<file path="config.mk">
export PLATFORM = sky130hd
export DESIGN_NAME = remote_cmd_sequencer_flat
export DESIGN_NICKNAME = d
export VERILOG_FILES = /design/src/rtl/remote_cmd_sequencer_if.sv /design/src/rtl/remote_cmd_sequencer.sv /design/src/flat_wrapper.sv
export SDC_FILE = /design/constraint.sdc
export NUM_CORES = 1
export LEC_CHECK = 0
export BUFFER_PORTS_ARGS = -buffer_cell sky130_fd_sc_hd__buf_2
export CAP_MARGIN = 20
export CORE_ASPECT_RATIO = 2
export CORE_MARGIN = 8
export CORE_UTILIZATION = 55
export DETAILED_ROUTE_END_ITERATION = 6
export PLACE_DENSITY = 0.78
export SLEW_MARGIN = 40
export SYNTH_ARGS = -nofsm -noshare
export SYNTH_HDL_FRONTEND = slang
export SYNTH_SLANG_ARGS = --single-unit
</file>
<file path="constraint.sdc">
create_clock -name clk -period 13.2 [get_ports clk]
set_input_delay 3.96 -clock clk [delete_from_list [all_inputs] [get_ports clk]]
set_output_delay 3.96 -clock clk [all_outputs]
set_load 0.02 [all_outputs]
</file>
<file path="src/rtl/remote_cmd_sequencer_if.sv">
`default_nettype none
// +--------------------------------------------------------------------------+
// | remote_cmd_sequencer_if: host push port plus RemoteComm command link.    |
// | Revision: 1.0                                                            |
// +--------------------------------------------------------------------------+
interface remote_cmd_sequencer_if #(
  parameter int CMD_W  = 8,
  parameter int DATA_W = 16
) ();
  logic              push;
  logic [CMD_W-1:0]  push_cmd;
  logic [DATA_W-1:0] push_data;
  logic              full;
  logic              empty;
  logic              overflow;
  logic              send_cmd;
  logic [CMD_W-1:0]  cmd;
  logic [DATA_W-1:0] data;
  logic              cmd_sent;
  logic              resp_rdy;
  logic [7:0]        resp;
  logic              clr_resp_rdy;
  logic              done;
  logic              err;
  logic [1:0]        err_code;
  logic [15:0]       ack_cnt;

  modport master (
    input  push, push_cmd, push_data, cmd_sent, resp_rdy, resp,
    output full, empty, overflow, send_cmd, cmd, data, clr_resp_rdy,
           done, err, err_code, ack_cnt
  );

  modport slave (
    output push, push_cmd, push_data, cmd_sent, resp_rdy, resp,
    input  full, empty, overflow, send_cmd, cmd, data, clr_resp_rdy,
           done, err, err_code, ack_cnt
  );
endinterface
`default_nettype wire

</file>
<file path="src/rtl/remote_cmd_sequencer.sv">
`default_nettype none
// +--------------------------------------------------------------------------+
// | remote_cmd_sequencer: FIFO-queued command issuer for RemoteComm with     |
// | response timeout and ACK check; CMDSEQ_RETRY_EN enables re-sends.        |
// | Revision: 1.0                                                            |
// +--------------------------------------------------------------------------+
module remote_cmd_sequencer #(
  parameter int         CMD_W       = 8,
  parameter int         DATA_W      = 16,
  parameter int         DEPTH       = 8,
  parameter int         TIMEOUT_CYC = 1000000,
  parameter logic [7:0] ACK_CODE    = 8'hA5,
  parameter int         MAX_RETRY   = 2
) (
  input  wire logic              clk,
  input  wire logic              rst,
  remote_cmd_sequencer_if.master bus
);
  localparam int            AW         = $clog2(DEPTH);
  localparam int            TW         = $clog2(TIMEOUT_CYC + 1);
  localparam int            EW         = CMD_W + DATA_W;
  localparam logic [TW-1:0] TIMER_LAST = TW'(TIMEOUT_CYC - 1);
  localparam logic [TW-1:0] TIMER_MAX  = '1;
  localparam logic [AW:0]   FIFO_DEPTH = (AW + 1)'(DEPTH);

  typedef enum logic [2:0] {
    S_IDLE      = 3'd0,
    S_SEND      = 3'd1,
    S_WAIT_SENT = 3'd2,
    S_WAIT_RESP = 3'd3,
    S_CHECK     = 3'd4,
    S_FAIL      = 3'd5
  } state_t;

  state_t            state_q, state_d;
  logic [EW-1:0]     mem_q [DEPTH];
  logic [AW-1:0]     wr_ptr_q, wr_ptr_d, rd_ptr_q, rd_ptr_d;
  logic [AW:0]       count_q, count_d;
  logic              overflow_q, overflow_d;
  logic [CMD_W-1:0]  cmd_q, cmd_d;
  logic [DATA_W-1:0] data_q, data_d;
  logic [TW-1:0]     timer_q, timer_d;
  logic [7:0]        resp_q, resp_d;
  logic [15:0]       ack_cnt_q, ack_cnt_d;
  logic [1:0]        err_code_q, err_code_d;

  logic       fifo_full, fifo_pop, fifo_wr;
  logic       send_cmd, clr_resp_rdy, done, err;
  logic       fail_now, retry_ok;
  logic [1:0] fail_code;

  assign fifo_full = (count_q == FIFO_DEPTH);
  assign fifo_pop  = (state_q == S_IDLE) && (count_q != '0);
  assign fifo_wr   = bus.push && (!fifo_full || fifo_pop);

  always_comb begin
    wr_ptr_d   = wr_ptr_q;
    rd_ptr_d   = rd_ptr_q;
    count_d    = count_q + (AW + 1)'(fifo_wr) - (AW + 1)'(fifo_pop);
    overflow_d = overflow_q | (bus.push && fifo_full && !fifo_pop);
    if (fifo_wr)  wr_ptr_d = wr_ptr_q + 1'b1;
    if (fifo_pop) rd_ptr_d = rd_ptr_q + 1'b1;
  end

  // Storage carries no reset; occupancy is governed entirely by the pointers.
  always_ff @(posedge clk) begin
    if (fifo_wr) mem_q[wr_ptr_q] <= {bus.push_cmd, bus.push_data};
  end

  always_comb begin
    state_d      = state_q;
    cmd_d        = cmd_q;
    data_d       = data_q;
    timer_d      = timer_q;
    resp_d       = resp_q;
    ack_cnt_d    = ack_cnt_q;
    err_code_d   = err_code_q;
    send_cmd     = 1'b0;
    clr_resp_rdy = 1'b0;
    done         = 1'b0;
    err          = 1'b0;
    fail_now     = 1'b0;
    fail_code    = 2'b00;
    unique case (state_q)
      S_IDLE: begin
        if (fifo_pop) begin
          {cmd_d, data_d} = mem_q[rd_ptr_q];
          state_d         = S_SEND;
        end
      end
      S_SEND: begin
        send_cmd = 1'b1;
        state_d  = S_WAIT_SENT;
      end
      S_WAIT_SENT: begin
        if (bus.resp_rdy) begin
          resp_d  = bus.resp;
          state_d = S_CHECK;
        end else if (bus.cmd_sent) begin
          timer_d = '0;
          state_d = S_WAIT_RESP;
        end
      end
      S_WAIT_RESP: begin
        if (timer_q != TIMER_MAX) timer_d = timer_q + 1'b1;
        // A response arriving on the timeout cycle still wins.
        if (bus.resp_rdy) begin
          resp_d  = bus.resp;
          state_d = S_CHECK;
        end else if (timer_q == TIMER_LAST) begin
          fail_now  = 1'b1;
          fail_code = 2'b01;
        end
      end
      S_CHECK: begin
        clr_resp_rdy = 1'b1;
        if (resp_q == ACK_CODE) begin
          done      = 1'b1;
          ack_cnt_d = ack_cnt_q + 16'd1;
          state_d   = S_IDLE;
        end else begin
          fail_now  = 1'b1;
          fail_code = 2'b10;
        end
      end
      S_FAIL: begin
        err     = 1'b1;
        state_d = S_IDLE;
      end
      default: state_d = S_IDLE;
    endcase
    if (fail_now) begin
      if (retry_ok) begin
        state_d = S_SEND;
      end else begin
        state_d    = S_FAIL;
        err_code_d = fail_code;
      end
    end
  end

`ifdef CMDSEQ_RETRY_EN
  localparam int RW = (MAX_RETRY < 1) ? 1 : $clog2(MAX_RETRY + 1);
  logic [RW-1:0] retry_q, retry_d;

  assign retry_ok = (int'(retry_q) < MAX_RETRY);

  always_comb begin
    retry_d = retry_q;
    if (fifo_pop)                 retry_d = '0;
    else if (fail_now && retry_ok) retry_d = retry_q + 1'b1;
  end

  always_ff @(posedge clk) begin
    if (rst) retry_q <= '0;
    else     retry_q <= retry_d;
  end
`else
  logic unused_max_retry;
  assign retry_ok         = 1'b0;
  assign unused_max_retry = (MAX_RETRY != 0);
`endif

  always_ff @(posedge clk) begin
    if (rst) begin
      state_q    <= S_IDLE;
      wr_ptr_q   <= '0;
      rd_ptr_q   <= '0;
      count_q    <= '0;
      overflow_q <= 1'b0;
      cmd_q      <= '0;
      data_q     <= '0;
      timer_q    <= '0;
      resp_q     <= '0;
      ack_cnt_q  <= '0;
      err_code_q <= 2'b00;
    end else begin
      state_q    <= state_d;
      wr_ptr_q   <= wr_ptr_d;
      rd_ptr_q   <= rd_ptr_d;
      count_q    <= count_d;
      overflow_q <= overflow_d;
      cmd_q      <= cmd_d;
      data_q     <= data_d;
      timer_q    <= timer_d;
      resp_q     <= resp_d;
      ack_cnt_q  <= ack_cnt_d;
      err_code_q <= err_code_d;
    end
  end

  assign bus.full         = fifo_full;
  assign bus.empty        = (count_q == '0) && (state_q == S_IDLE);
  assign bus.overflow     = overflow_q;
  assign bus.send_cmd     = send_cmd;
  assign bus.cmd          = cmd_q;
  assign bus.data         = data_q;
  assign bus.clr_resp_rdy = clr_resp_rdy;
  assign bus.done         = done;
  assign bus.err          = err;
  assign bus.err_code     = err ? err_code_q : 2'b00;
  assign bus.ack_cnt      = ack_cnt_q;
endmodule
`default_nettype wire

</file>
<file path="src/flat_wrapper.sv">
// flat-port wrapper written by rule: the top's interface ports become plain ports
module remote_cmd_sequencer_flat 
#(
  parameter int         CMD_W       = 8,
  parameter int         DATA_W      = 16,
  parameter int         DEPTH       = 8,
  parameter int         TIMEOUT_CYC = 1000000,
  parameter logic [7:0] ACK_CODE    = 8'hA5,
  parameter int         MAX_RETRY   = 2
)
  (clk, rst, bus_push, bus_push_cmd, bus_push_data, bus_cmd_sent, bus_resp_rdy, bus_resp, bus_full, bus_empty, bus_overflow, bus_send_cmd, bus_cmd, bus_data, bus_clr_resp_rdy, bus_done, bus_err, bus_err_code, bus_ack_cnt);
  remote_cmd_sequencer_if #(.CMD_W(CMD_W), .DATA_W(DATA_W)) bus_i ();
  input  wire logic clk;
  input  wire logic rst;
  input wire logic [$bits(bus_i.push)-1:0] bus_push;
  input wire logic [$bits(bus_i.push_cmd)-1:0] bus_push_cmd;
  input wire logic [$bits(bus_i.push_data)-1:0] bus_push_data;
  input wire logic [$bits(bus_i.cmd_sent)-1:0] bus_cmd_sent;
  input wire logic [$bits(bus_i.resp_rdy)-1:0] bus_resp_rdy;
  input wire logic [$bits(bus_i.resp)-1:0] bus_resp;
  output wire logic [$bits(bus_i.full)-1:0] bus_full;
  output wire logic [$bits(bus_i.empty)-1:0] bus_empty;
  output wire logic [$bits(bus_i.overflow)-1:0] bus_overflow;
  output wire logic [$bits(bus_i.send_cmd)-1:0] bus_send_cmd;
  output wire logic [$bits(bus_i.cmd)-1:0] bus_cmd;
  output wire logic [$bits(bus_i.data)-1:0] bus_data;
  output wire logic [$bits(bus_i.clr_resp_rdy)-1:0] bus_clr_resp_rdy;
  output wire logic [$bits(bus_i.done)-1:0] bus_done;
  output wire logic [$bits(bus_i.err)-1:0] bus_err;
  output wire logic [$bits(bus_i.err_code)-1:0] bus_err_code;
  output wire logic [$bits(bus_i.ack_cnt)-1:0] bus_ack_cnt;
  assign bus_i.push = bus_push;
  assign bus_i.push_cmd = bus_push_cmd;
  assign bus_i.push_data = bus_push_data;
  assign bus_i.cmd_sent = bus_cmd_sent;
  assign bus_i.resp_rdy = bus_resp_rdy;
  assign bus_i.resp = bus_resp;
  assign bus_full = bus_i.full;
  assign bus_empty = bus_i.empty;
  assign bus_overflow = bus_i.overflow;
  assign bus_send_cmd = bus_i.send_cmd;
  assign bus_cmd = bus_i.cmd;
  assign bus_data = bus_i.data;
  assign bus_clr_resp_rdy = bus_i.clr_resp_rdy;
  assign bus_done = bus_i.done;
  assign bus_err = bus_i.err;
  assign bus_err_code = bus_i.err_code;
  assign bus_ack_cnt = bus_i.ack_cnt;
  remote_cmd_sequencer #(.CMD_W(CMD_W), .DATA_W(DATA_W), .DEPTH(DEPTH), .TIMEOUT_CYC(TIMEOUT_CYC), .ACK_CODE(ACK_CODE), .MAX_RETRY(MAX_RETRY)) u_core (.clk(clk), .rst(rst), .bus(bus_i));
endmodule
</file>
---- After elaboration in Yosys (flattened, before gate mapping) ----
Memories as Yosys holds them, arrays and structs flattened. A register that Yosys moved wholly into a read port is not among the register bits.
Index checks and enable logic that the tools add are counted.
storage, ports and cells
  logic and storage cells ................. 85
  output and inout port bits .............. 49
  input bits .............................. 37
  memories ................................ 1
  RAM bits ................................ 192
  register bits ........................... 60
memory list
  name          words  bits a word  read ports  clocked after memory_dff  wr ports  RTL line                    text
  u_core.mem_q  8      24           1           1                         1         remote_cmd_sequencer.sv:36  logic [EW-1:0] mem_q [DEPTH];
operators by class
  multiplexer cells ....................... 27
  equal/unequal tests ..................... 20
  bitwise gates (word level) .............. 1
  reduce and logical (&&, ||, !) cells .... 20
  add/subtract/negate cells ............... 6
operators with widths
  operator               count
  $mux 20                3
  $pmux 20 s2            1
  $add 20x1->20 const B  1
  $eq 20x20->1 const B   1
  $ne 20x20->1 const B   1
  $mux 3                 6
  $add 16x1->16 const B  1
  $pmux 3 s5             1
  $reduce_and 4->1       3
  $mux 1                 11
  $eq 8x8->1 const B     1
  $add 3x1->3 const B    2
  $eq 3x2->1 const B     2
  $eq 3x3->1 const B     2
  $mux 2                 3
  $ne 2x1->1 const B     3
  $ne 2x2->1 const B     3
  $ne 3x1->1 const B     2
  $reduce_and 2->1       3
  $logic_and 1x1->1      5
  $add 4x1->4            1
  $eq 4x4->1 const B     1
  $logic_not 4->1        1
  $ne 4x3->1 const B     1
  13 further kinds       15

---- Longest topological paths before layout ----
  word-level depth ........................ 6
  mapped depth ............................ 13
  depth with buffers taken out ............ 12

---- Worst setup path before layout ----
Ideal clock, no wire load.
  path kind ............................... input -> register
  start point ............................. input port bus_push
  end point ............................... memory u_core.mem_q[1][0] in the netlist's numbering (enable)
  library setup time ...................... 0.475 ns
  slack ................................... 6.058 ns
  cell stages on the path ................. 2
  required time ........................... 12.725 ns
  path buffers ............................ 0
  arrival ................................. 6.667 ns
  path through ............................ o21ai_1 -> nor4b_1
between the ends
  word-level cells in the longest chain between the ends .. 3
ends and longest elaborated chain
  element                       RTL line                    text
  start: declaration            flat_wrapper.sv:15          input wire logic [$bits(bus_i.push)-1:0] bus_push;
  $logic_and 1x1->1             remote_cmd_sequencer.sv:54  assign fifo_wr = bus.push && (!fifo_full || fifo_pop);
  $mux 1                        remote_cmd_sequencer.sv:67  if (fifo_wr) mem_q[wr_ptr_q] <= {bus.push_cmd, bus.push_data};
  $mux 1 (implied by the code)  remote_cmd_sequencer.sv:67
  end: declaration              remote_cmd_sequencer.sv:36
No other way between the ends.

---- Worst setup path in the final report ----
  start point ............................. register u_core.resp_q[3]
  end point ............................... output port bus_done
between the ends
  word-level cells in the longest chain between the ends .. 3
ends and longest elaborated chain
  element                   RTL line                     text
  start: declaration        remote_cmd_sequencer.sv:43   logic [7:0] resp_q, resp_d;
  start signal: assignment  remote_cmd_sequencer.sv:186  resp_q <= resp_d;
  $eq 8x8->1                remote_cmd_sequencer.sv:117  if (resp_q == ACK_CODE) begin
  $mux 1                    remote_cmd_sequencer.sv:117
  $mux 1                    remote_cmd_sequencer.sv:84   unique case (state_q)
  end: declaration          flat_wrapper.sv:28           output wire logic [$bits(bus_i.done)-1:0] bus_done;
No other way between the ends.

==> results.md <==
- Status: finished, final reports clean
- Max Slew Vio Count: 0
- Post-CTS setup buffers: 0
- Iteration-0 DRC Markers: roughly 440
- PwrDens: between 150 and 200 mW/mm^2
- Synth Flop Type: edfxtp_1
- GP Congestion: around 0.87
- Number of nets in the layout: about 850
- DR vias: between 6000 and 7000
- Drt drc: 0
- Syn Nets: approximately 760
- CP cell instances: or4b_4, nor4_4, buf_2
- WP buf/inv: 1
- Clk slew on worst S/H paths: 0.06 ns
- Clock Tree Root: clkbuf_16
- RSZ-0062 raised after global routing: false
- Mapped cell area: between 0.01 and 0.015 mm^2
- Clock latency on the worst-skew pair: about 0.5 ns
- Post-detailed-route wirelength per cell: between 20 and 25 um
- Max cap viols: 0
- I/O pins: between 80 and 90
- Delay-heaviest family, CP: simple AND/OR/NAND/NOR gates
- Commonest non-fill, non-tap cell in the layout: edfxtp_1
- Number of enable flip-flop cells after synthesis: approximately 190
- Setup TNS: 0 ns
- # rows: 73
- Slew headroom: 46.11%
- Routing usage on met1: between 10% and 20%
- Critical Path Fanout Max: 7
- Share of layout cells above drive strength 1: a little over a quarter
- # setup viols final: 0
- Commonest non-fill, non-tap cells in the layout: 192 x edfxtp_1, 85 x buf_2, 82 x dfxtp_1
- Die H: about 220 um
- Final core utilization: 63.71%
- Core box area: approximately 0.02 mm^2
- Global-route wire length before repair: roughly 35 mm
- Hold WS: between 0.4 and 0.5 ns
- Detail Placement HPWL: 14.26 mm
- Vias/cell: 5.843
- Die W: 116.0 um
- Die area: around 0.025 mm^2
- CTS buffer count: 24
- Router iterations before antenna repair: 6
- Worst Hold Class: reg -> reg
- Placed insts: between 1000 and 1500
- WL final: 22.39 mm
- H-tree depth: 1
- Initial antenna violation count: 1
- Kind of critical path: reg -> out
- Tot GR Track Use: roughly 18%
- Data arrival, critical path: about 2.1 ns
- Post-synthesis sequential area ratio: around two thirds
- Worst setup EP type: output pin
- Worst stage delay on the critical path: 0.59 ns
- Post-route insts no fill: 1078
- Pleak: roughly 4.3 nW
- CP max-delay cell: or4b_4
- Max VDD drop: between 0.1 and 0.15 mV
- IO Port Bufs: 85
- Vias in the first global route: around 6700
- Startpoint types: register
- Required @ worst endpoint: about 9.2 ns
- CTS tree: done
- Hold_buf cts: 0
- Synth warn: 0
- Area delta synth->final: 14.29%
- Crit path time final: ~6.0 ns
- Routed Antenna Nets: 0
- Worst slew pin tran: roughly 0.81 ns
- CTS resizes: 0
- Busiest grt layer: met2
- Synth Register Bits: ~280
- Asr flop ratio synth: 0%
- Initial Util: about 56%
- Clk sinks: about 280
- Largest net degree at the start of global routing: ~70
- Mapped Avg Cell Area: about 16 um^2
- Worst slack at placement: 7.564 ns
- Hold Fails Final Rpt: 0
- Setup WS post-layout: 7.159 ns
- Clk buf depth: 3
- Met3 Track Usage GR: under 10%
- Total grt overflow: 0
- Max frequency: between 0.15 and 0.2 GHz
- Synth Instances: ~700
- Library cells used by synthesis: 57
- Met2 Usage GRT: roughly 34%
- Fin crit share: 45.77%
- Setup Skew: just over 0.008 ns
- R2r setup slk: about 10 ns
==> flip-flops by register name, indices dropped and copies added, names as in the netlist, 3 cells and up <==
name / count
u_core.bus.data: 16
u_core.count_q: 4
u_core.bus.ack_cnt: 16
u_core.rd_ptr_q: 3
u_core.wr_ptr_q: 3
u_core.mem_q: 192
u_core.state_q: 3
u_core.timer_q: 20
u_core.bus.cmd: 8
u_core.resp_q: 8
==> worst paths after layout <==
path	from	endpoint	cells past startpoint
min reg2reg	u_core.resp_q[2]	u_core.resp_q[2]	2
max reg2reg	u_core.state_q[0]	u_core.mem_q[6][14]	8
max	u_core.resp_q[3]	bus_done	3
min	u_core.resp_q[2]	u_core.resp_q[2]	2
==> cells in the mapped netlist, types with 4 or more instances <==
cell | count | area [um^2]
buf_1 | 5 | 18.77
xor2_1 | 9 | 78.83
buf_2 | 7 | 35.03
nand4_1 | 7 | 43.79
o21ai_0 | 7 | 35.03
ha_1 | 10 | 125.1
a21oi_1 | 23 | 115.1
xnor2_1 | 21 | 183.9
nand3_1 | 19 | 95.09
and3_1 | 4 | 25.02
nor3_1 | 7 | 35.03
nand2b_1 | 5 | 31.28
nand2_1 | 37 | 138.9
a211oi_1 | 30 | 225.2
mux2i_1 | 28 | 280.3
and2_1 | 4 | 25.02
clkbuf_1 | 18 | 67.56
mux4_2 | 48 | 1081
or3_1 | 7 | 43.79
and4_1 | 7 | 61.31
edfxtp_1 | 192 | 5766
nor2_1 | 62 | 232.7
inv_1 | 11 | 41.29
nor2b_1 | 5 | 31.28
dfxtp_1 | 84 | 1682
==> report_power, final <==
group	total, W	internal [W]	switching (W)
clock network	0.000727	0.000425	0.000301
registers	0.00107	0.00101	0.0000629
logic	0.000533	0.000233	0.000300
==> cell type report <==
class / count / area [um^2]
Clock buffer: 28 / 636.9
Tap cell: 262 / 327.8
Clock inverter: 16 / 185.2
Sequential cell: 276 / 7452
Timing Repair Buffer: 97 / 528.0
Fill cell: 1439 / 7159
Inverter: 13 / 51.30
Antenna cell: 1 / 2.502
Multi-Input combinational cell: 385 / 3386
==> cell families after synthesis <==
logic type	count (synthesis)	synth area share [%]
flip-flops	276	67.71
AO/OA/AOI/OAI	75	4.539
XOR/XNOR	30	2.389
buffers and inverters	46	1.866
adder cells (fa/ha/maj)	11	1.320
multiplexers	76	12.38
AND/OR/NAND/NOR	193	9.795
==> routing by layer <==
metal | wire length [um] | up-vias
met2 | 12460 | 166
li1 | - | 2907
met4 | 637 | 2
met1 | 8178 | 3176
met3 | 1106 | 48
met5 | 8 | -
==> worst min-delay path, stage by stage, from the launching register on <==
cell and delay (ns):
dfxtp_1 0.31, nand2_1 0.05, a21oi_1 0.05
==> metrics by stage <==
step                      area, um^2  total power [W]
final                          12570         0.002328
after global routing           12570         0.002439
after CTS                      12570         0.002352
after detailed placement       11750         0.001627
after global placement         11720         0.001594
after floorplan                11000         0.001474
(Power assumes the default switching activity.)
